File: config.mk
export PLATFORM = sky130hd
export DESIGN_NAME = uart_tx_phy
export DESIGN_NICKNAME = d
export VERILOG_FILES = /design/src/rtl/uart_pkg.sv /design/src/rtl/uart_baud_gen.sv /design/src/rtl/uart_tx_phy.sv
export SDC_FILE = /design/constraint.sdc
export NUM_CORES = 1
export LEC_CHECK = 0
export ABC_AREA = 1
export CORE_MARGIN = 2
export CORE_UTILIZATION = 35
export DETAILED_ROUTE_END_ITERATION = 12
export PLACE_DENSITY_LB_ADDON = 0.3
export SETUP_SLACK_MARGIN = 0.5
export SLEW_MARGIN = 25
export SYNTH_ARGS = -nofsm -noshare
export SYNTH_HDL_FRONTEND = slang
export SYNTH_HIERARCHICAL = 1
export SYNTH_SLANG_ARGS = --single-unit
File: constraint.sdc
create_clock -name clock -period 2 [get_ports clock]
set_input_delay 0.2 -clock clock [delete_from_list [all_inputs] [get_ports clock]]
set_output_delay 0.2 -clock clock [all_outputs]
set_load 0.005 [all_outputs]
File: src/rtl/uart_pkg.sv
// uart_pkg: shared types and constants for the UART transmit path.
//   tx_state_t    : transmit FSM state encoding
//   UartDataBits  : payload bits per frame
package uart_pkg;

  typedef enum logic [2:0] {
    Idle  = 3'd0,
    Fetch = 3'd1,
    Start = 3'd2,
    Data  = 3'd3,
    Stop  = 3'd4
  } tx_state_t;

  localparam integer UartDataBits = 8;

endpackage

File: src/rtl/uart_baud_gen.sv
// uart_baud_gen: bit-period timer for the UART transmitter.
//   Counts 0..i_div while enabled and flags the last cycle of each bit.
// Ports:
//   clock     in   system clock
//   reset     in   asynchronous active-high reset
//   i_clr     in   synchronous clear, restarts the bit period at zero
//   i_en      in   count enable (frame in progress)
//   i_div     in   latched divisor; bit period = i_div+1 cycles
//   o_bit_end out  high on the last cycle of the current bit
module uart_baud_gen #(
  parameter int DIV_WIDTH = 16
) (
  input  logic                 clock,
  input  logic                 reset,
  input  logic                 i_clr,
  input  logic                 i_en,
  input  logic [DIV_WIDTH-1:0] i_div,
  output logic                 o_bit_end
);

  logic [DIV_WIDTH-1:0] r_cnt;

  assign o_bit_end = i_en & (r_cnt == i_div);

  // Bit-period counter; wraps to zero at the end of every bit and rests at zero when idle.
  always_ff @(posedge clock or posedge reset) begin
    if (reset) begin
      r_cnt <= {DIV_WIDTH{1'b0}};
    end else if (i_clr) begin
      r_cnt <= {DIV_WIDTH{1'b0}};
    end else if (i_en) begin
      if (o_bit_end) begin
        r_cnt <= {DIV_WIDTH{1'b0}};
      end else begin
        r_cnt <= r_cnt + DIV_WIDTH'(1);
      end
    end else begin
      r_cnt <= {DIV_WIDTH{1'b0}};
    end
  end

endmodule

File: src/rtl/uart_tx_phy.sv
// uart_tx_phy: UART serial transmit engine (8N1 / 8N2, LSB first).
//   Pops bytes from the TX FIFO and serialises them onto txd.
// Ports:
//   clock         in   system clock
//   reset         in   asynchronous active-high reset
//   txen          in   transmit enable
//   nstop         in   0: one stop bit, 1: two stop bits
//   div           in   baud divisor; bit period = div+1 cycles
//   fifo_rd_data  in   FIFO head, valid the cycle after fifo_rd_en
//   fifo_empty    in   FIFO empty flag
//   fifo_rd_en    out  pop request, one cycle per byte
//   txd           out  serial line, idle high (registered)
//   busy          out  high whenever the engine is not idle
module uart_tx_phy #(
  parameter int DIV_WIDTH = 16
) (
  input  logic                 clock,
  input  logic                 reset,
  input  logic                 txen,
  input  logic                 nstop,
  input  logic [DIV_WIDTH-1:0] div,
  input  logic [7:0]           fifo_rd_data,
  input  logic                 fifo_empty,
  output logic                 fifo_rd_en,
  output logic                 txd,
  output logic                 busy
);

  import uart_pkg::*;

  localparam logic [2:0] LastBit = 3'(UartDataBits - 1);

  tx_state_t            r_state;
  logic [7:0]           r_shift;
  logic [2:0]           r_bit_cnt;
  logic                 r_stop_cnt;
  logic [DIV_WIDTH-1:0] r_div_q;
  logic                 r_nstop_q;
  logic                 r_txd;

  logic w_bit_end;
  logic w_baud_en;
  logic w_last_stop;
  logic w_rd_en;

  assign w_baud_en   = (r_state == Start) | (r_state == Data) | (r_state == Stop);
  // Last cycle of the final stop bit: the only point besides Idle where the next byte may be popped.
  assign w_last_stop = (r_state == Stop) & w_bit_end & (r_stop_cnt == r_nstop_q);
  // Reset gating keeps the pop request low while the engine is held in reset.
  assign w_rd_en     = ~reset & txen & ~fifo_empty & ((r_state == Idle) | w_last_stop);

  assign fifo_rd_en = w_rd_en;
  assign txd        = r_txd;
  assign busy       = (r_state != Idle);

  uart_baud_gen #(
    .DIV_WIDTH (DIV_WIDTH)
  ) u_baud_gen (
    .clock     (clock),
    .reset     (reset),
    .i_clr     (r_state == Fetch),
    .i_en      (w_baud_en),
    .i_div     (r_div_q),
    .o_bit_end (w_bit_end)
  );

  // Transmit FSM; txd is assigned on each transition so it shows the new state's level on entry.
  always_ff @(posedge clock or posedge reset) begin
    if (reset) begin
      r_state    <= Idle;
      r_shift    <= 8'h00;
      r_bit_cnt  <= 3'd0;
      r_stop_cnt <= 1'b0;
      r_div_q    <= {DIV_WIDTH{1'b0}};
      r_nstop_q  <= 1'b0;
      r_txd      <= 1'b1;
    end else begin
      case (r_state)
        Idle: begin
          r_txd <= 1'b1;
          if (w_rd_en) begin
            r_state <= Fetch;
          end else begin
            r_state <= Idle;
          end
        end
        Fetch: begin
          // Frame parameters are frozen here; later div/nstop changes wait for the next frame.
          r_shift    <= fifo_rd_data;
          r_div_q    <= div;
          r_nstop_q  <= nstop;
          r_bit_cnt  <= 3'd0;
          r_stop_cnt <= 1'b0;
          r_txd      <= 1'b0;
          r_state    <= Start;
        end
        Start: begin
          if (w_bit_end) begin
            r_txd   <= r_shift[0];
            r_state <= Data;
          end else begin
            r_state <= Start;
          end
        end
        Data: begin
          if (w_bit_end) begin
            if (r_bit_cnt == LastBit) begin
              r_txd      <= 1'b1;
              r_stop_cnt <= 1'b0;
              r_state    <= Stop;
            end else begin
              // Present the next bit in the same edge that retires the current one.
              r_txd     <= r_shift[1];
              r_shift   <= {1'b0, r_shift[7:1]};
              r_bit_cnt <= r_bit_cnt + 3'd1;
              r_state   <= Data;
            end
          end else begin
            r_state <= Data;
          end
        end
        Stop: begin
          r_txd <= 1'b1;
          if (w_last_stop) begin
            if (w_rd_en) begin
              r_state <= Fetch;
            end else begin
              r_state <= Idle;
            end
          end else if (w_bit_end) begin
            r_stop_cnt <= 1'b1;
            r_state    <= Stop;
          end else begin
            r_state <= Stop;
          end
        end
        default: begin
          r_txd   <= 1'b1;
          r_state <= Idle;
        end
      endcase
    end
  end

endmodule

==> results of run 1 <==
==> logic make-up after synthesis <==
logic type / share of synthesized area
AO/OA/AOI/OAI: 0.0626
XOR/XNOR: 0.0247
adder cells (fa/ha/maj): 0.0132
buffers and inverters: 0.0992
flip-flops: 0.432
AND/OR/NAND/NOR: 0.368
==> layer usage <==
layer | up-vias | wire length, µm | GRT usage
met1 | 1341 | 3510 | 0.243
li1 | 1458 | - | -
met2 | 57 | 4130 | 0.323
met3 | 11 | 281 | 0.0273
met4 | 0 | 128 | 0.0568
met5 | - | 0 | 0
==> power by group <==
part | total (mW) | internal [mW] | switching (mW)
Combinational | 0.572 | 0.284 | 0.288
Clock | 0.659 | 0.314 | 0.346
Sequential | 1.11 | 1.06 | 0.0547
Total | 2.34 | 1.65 | 0.688
==> how the worst min path moves through the flow <==
| stage | from | endpoint | slack (ns) |
|---|---|---|---|
| global route | reset | u_baud_gen/r_cnt[14] | 0.30 |
| finish | reset | u_baud_gen/r_cnt[8] | 0.29 |
| CTS | reset | u_baud_gen/r_cnt[8] | 0.29 |
| detailed placement | r_div_q[1] | r_div_q[1] | 0.49 |
| floorplan | reset | u_baud_gen/r_cnt[0] | 0.11 |
| global placement | r_stop_cnt | r_stop_cnt | 0.48 |
==> cell usage in the layout, fill, tap and decap left out, types with 4 or more instances in the layout <==
cell type / count
buf_4: 55
buf_6: 20
clkbuf_8: 7
clkdlybuf4s50_1: 28
dfrtp_1: 48
inv_1: 48
inv_2: 18
nand2_1: 129
nand2_2: 19
nand3_1: 11
nand3_2: 7
nand4_1: 8
nor2_1: 24
nor2_2: 7
nor2_4: 19
nor3_1: 4
o21ai_0: 14
o21ai_1: 7
o21ai_2: 4
xor2_1: 6
==> metrics by stage <==
stage	hold slack, ns	cell area [µm²]	power (mW)
final	0.287	4290	2.34
after global placement	0.482	3660	1.62
after floorplan	0.114	2870	1.38
after global routing	0.304	4290	2.47
after CTS	0.286	3940	2.30
after detailed placement	0.493	3660	1.63
==> registers in the layout, summed over array words and instances, names as in the netlist <==
register and cells:
r_div_q 16, r_nstop_q 1, r_shift 8, r_bit_cnt 3, r_state 3, r_stop_cnt 1
txd 1, u_baud_gen/r_cnt 16
==> layout make-up <==
cell class	count	area share
clock buffer	7	0.0225
inverter	67	0.0598
timing repair buffer	106	0.219
clock inverter	1	0.00117
multi-input combinational	283	0.381
tap	102	0.0298
sequential	49	0.286
==> worst max-delay path: cells and delay by family, from the launching register on <==
kind | cells | cell delay, ns
flip-flops | 1 | 0.40
buffers and inverters | 2 | 0.22
AND/OR/NAND/NOR | 6 | 0.73
AO/OA/AOI/OAI | 2 | 0.26
==> repair_timing <==
item | 4_1_cts | 5_1_grt
cloned | 4 | 0
hold buffers | 0 | 0
setup endpoints to repair | 35 | 34
setup buffers | 10 | 14
pin swaps | 9 | 30
gates resized for setup | 24 | 74
==> flow_metrics.tcl, run 1 <==
set metrics [dict create \
    path_clk_slew_ns 0.09 \
    synth_cell_type_count 33 \
    cap_violations 0 \
    r2r-end "txd" \
    clockBufferDepth 2 \
    synth_seq_cells 49 \
    drv_slew 0 \
    hold_viol_final 0 \
    routedWlPerCell_um 13.1 \
    critPathArrivalTime_ns 1.91 \
    antennaDiodeCount 0 \
    syn_area_um2 2840 \
    drc 0 \
    grt_max_degree 34 \
    dp.cells 579 \
    fin_tns_setup_ns -0.114 \
    dp_slack_ns -0.183 \
    cp_slowest_cell "dfrtp_1" \
    syn_avg_cell_area_um2 7.10 \
    syn_nets 432 \
    ys.flop_type "dfrtp_1" \
    cts_buffers 5 \
    max_freq_mhz 473 \
    synth-edff-count 0 \
    antenna_found_initial 0 \
    status "complete, but fails checks" \
    finalSetupViolCount 1 \
    critPathCapture "fifo_rd_en" \
    yosysSeqAreaShare 0.432 \
    clk_latency_ns 0.31 \
    multiInputGateArea_um2 1640 \
    leakage_nw 2.19 \
    vias_per_cell 4.66 \
    cpPeakStageDelay_ns 0.40 \
    die_w_um 94.1 \
    fin_nets 544 \
    cts_tree "yes" \
    min_period_over_period 1.06 \
    fin_crit_ns 2.11 \
    fin_ws_ns -0.114 \
    rsz0062_at_grt "true" \
    skew_ns 0.00405 \
    finalWirelength_um 8050 \
    p_per_area_nw_per_um2 546 \
    reg2reg_slack_ns 0 \
    netlist.area_leader.share 0.423 \
    synthCells 400 \
    fin_cells 615 \
    synth_common_cells "nand2_1, inv_1, dfrtp_1, nor2_1, nand3_1" \
    postSynth.asyncResetShare 1.00 \
    grt_first_pass_wirelength_um 12900 \
    drive_gt1_frac 0.339 \
    yosys_warnings 6 \
    fp-row-count 32 \
    final_core_utilization 0.549 \
    yosys-top-cells-area "dfrtp_1, nand2_1, inv_1" \
    startpoint "u_baud_gen/r_cnt[0]" \
    cts_sinks 49 \
    fillers 706 \
    cts-root-buf "clkbuf_8" \
    ios 32 \
    area_delta_synth_final_pct 51.1 \
    place.gp.congestion 0.854 \
    place_hpwl_um 5330 \
    r2r_cells 14 \
    cp_cell_sequence "inv_1 > o21ai_0 > a21oi_1 > nand3_1 > nor3_4 > nand3_2 > nor2_2 > nand2_1 > nand2_1 > buf_2" \
    grt_pass1_vias 2871 \
    synth_most_common_cell "nand2_1" \
    start_util 0.364 \
    yosys.area.top_type "dfrtp_1" \
    die_y_um 94.1 \
    failed_checks "setup timing" \
    critPathKind "reg2out" \
    grt.total_usage 0.187 \
    drt_iter0_drc 221 \
    setup.worst_path.start_class "register" \
    peakVddDrop_v 0.000275 \
    core_area_um2 7810 \
    critical_path.most_common_cell "nand2_1" \
    reg2reg_from "u_baud_gen/r_cnt[2]" \
    hold_class "in2async" \
    final_antenna_net_count 0 \
    overflow 0 \
    num_vias 2867 \
    port_buffers 31 \
    tightest_slew_ns 0.445 \
    max_slew_margin 0.702 \
    cts_max_level 2 \
    end_kind "output pin" \
    dieArea_um2 8850 \
    crit_required_ns 1.80 \
    register_area_um2 1230 \
    firstDrtPassIters 5 \
    worst-path-max-fanout 3 \
]
Note: power is estimated with default switching activity, not from simulation.
==> run 2, diff against run 1 <==
GPL_ROUTABILITY_DRIVEN = 0   (was default)
==> results of run 2 <==
Final layout, timing and power as in run 1 (identical DEF).
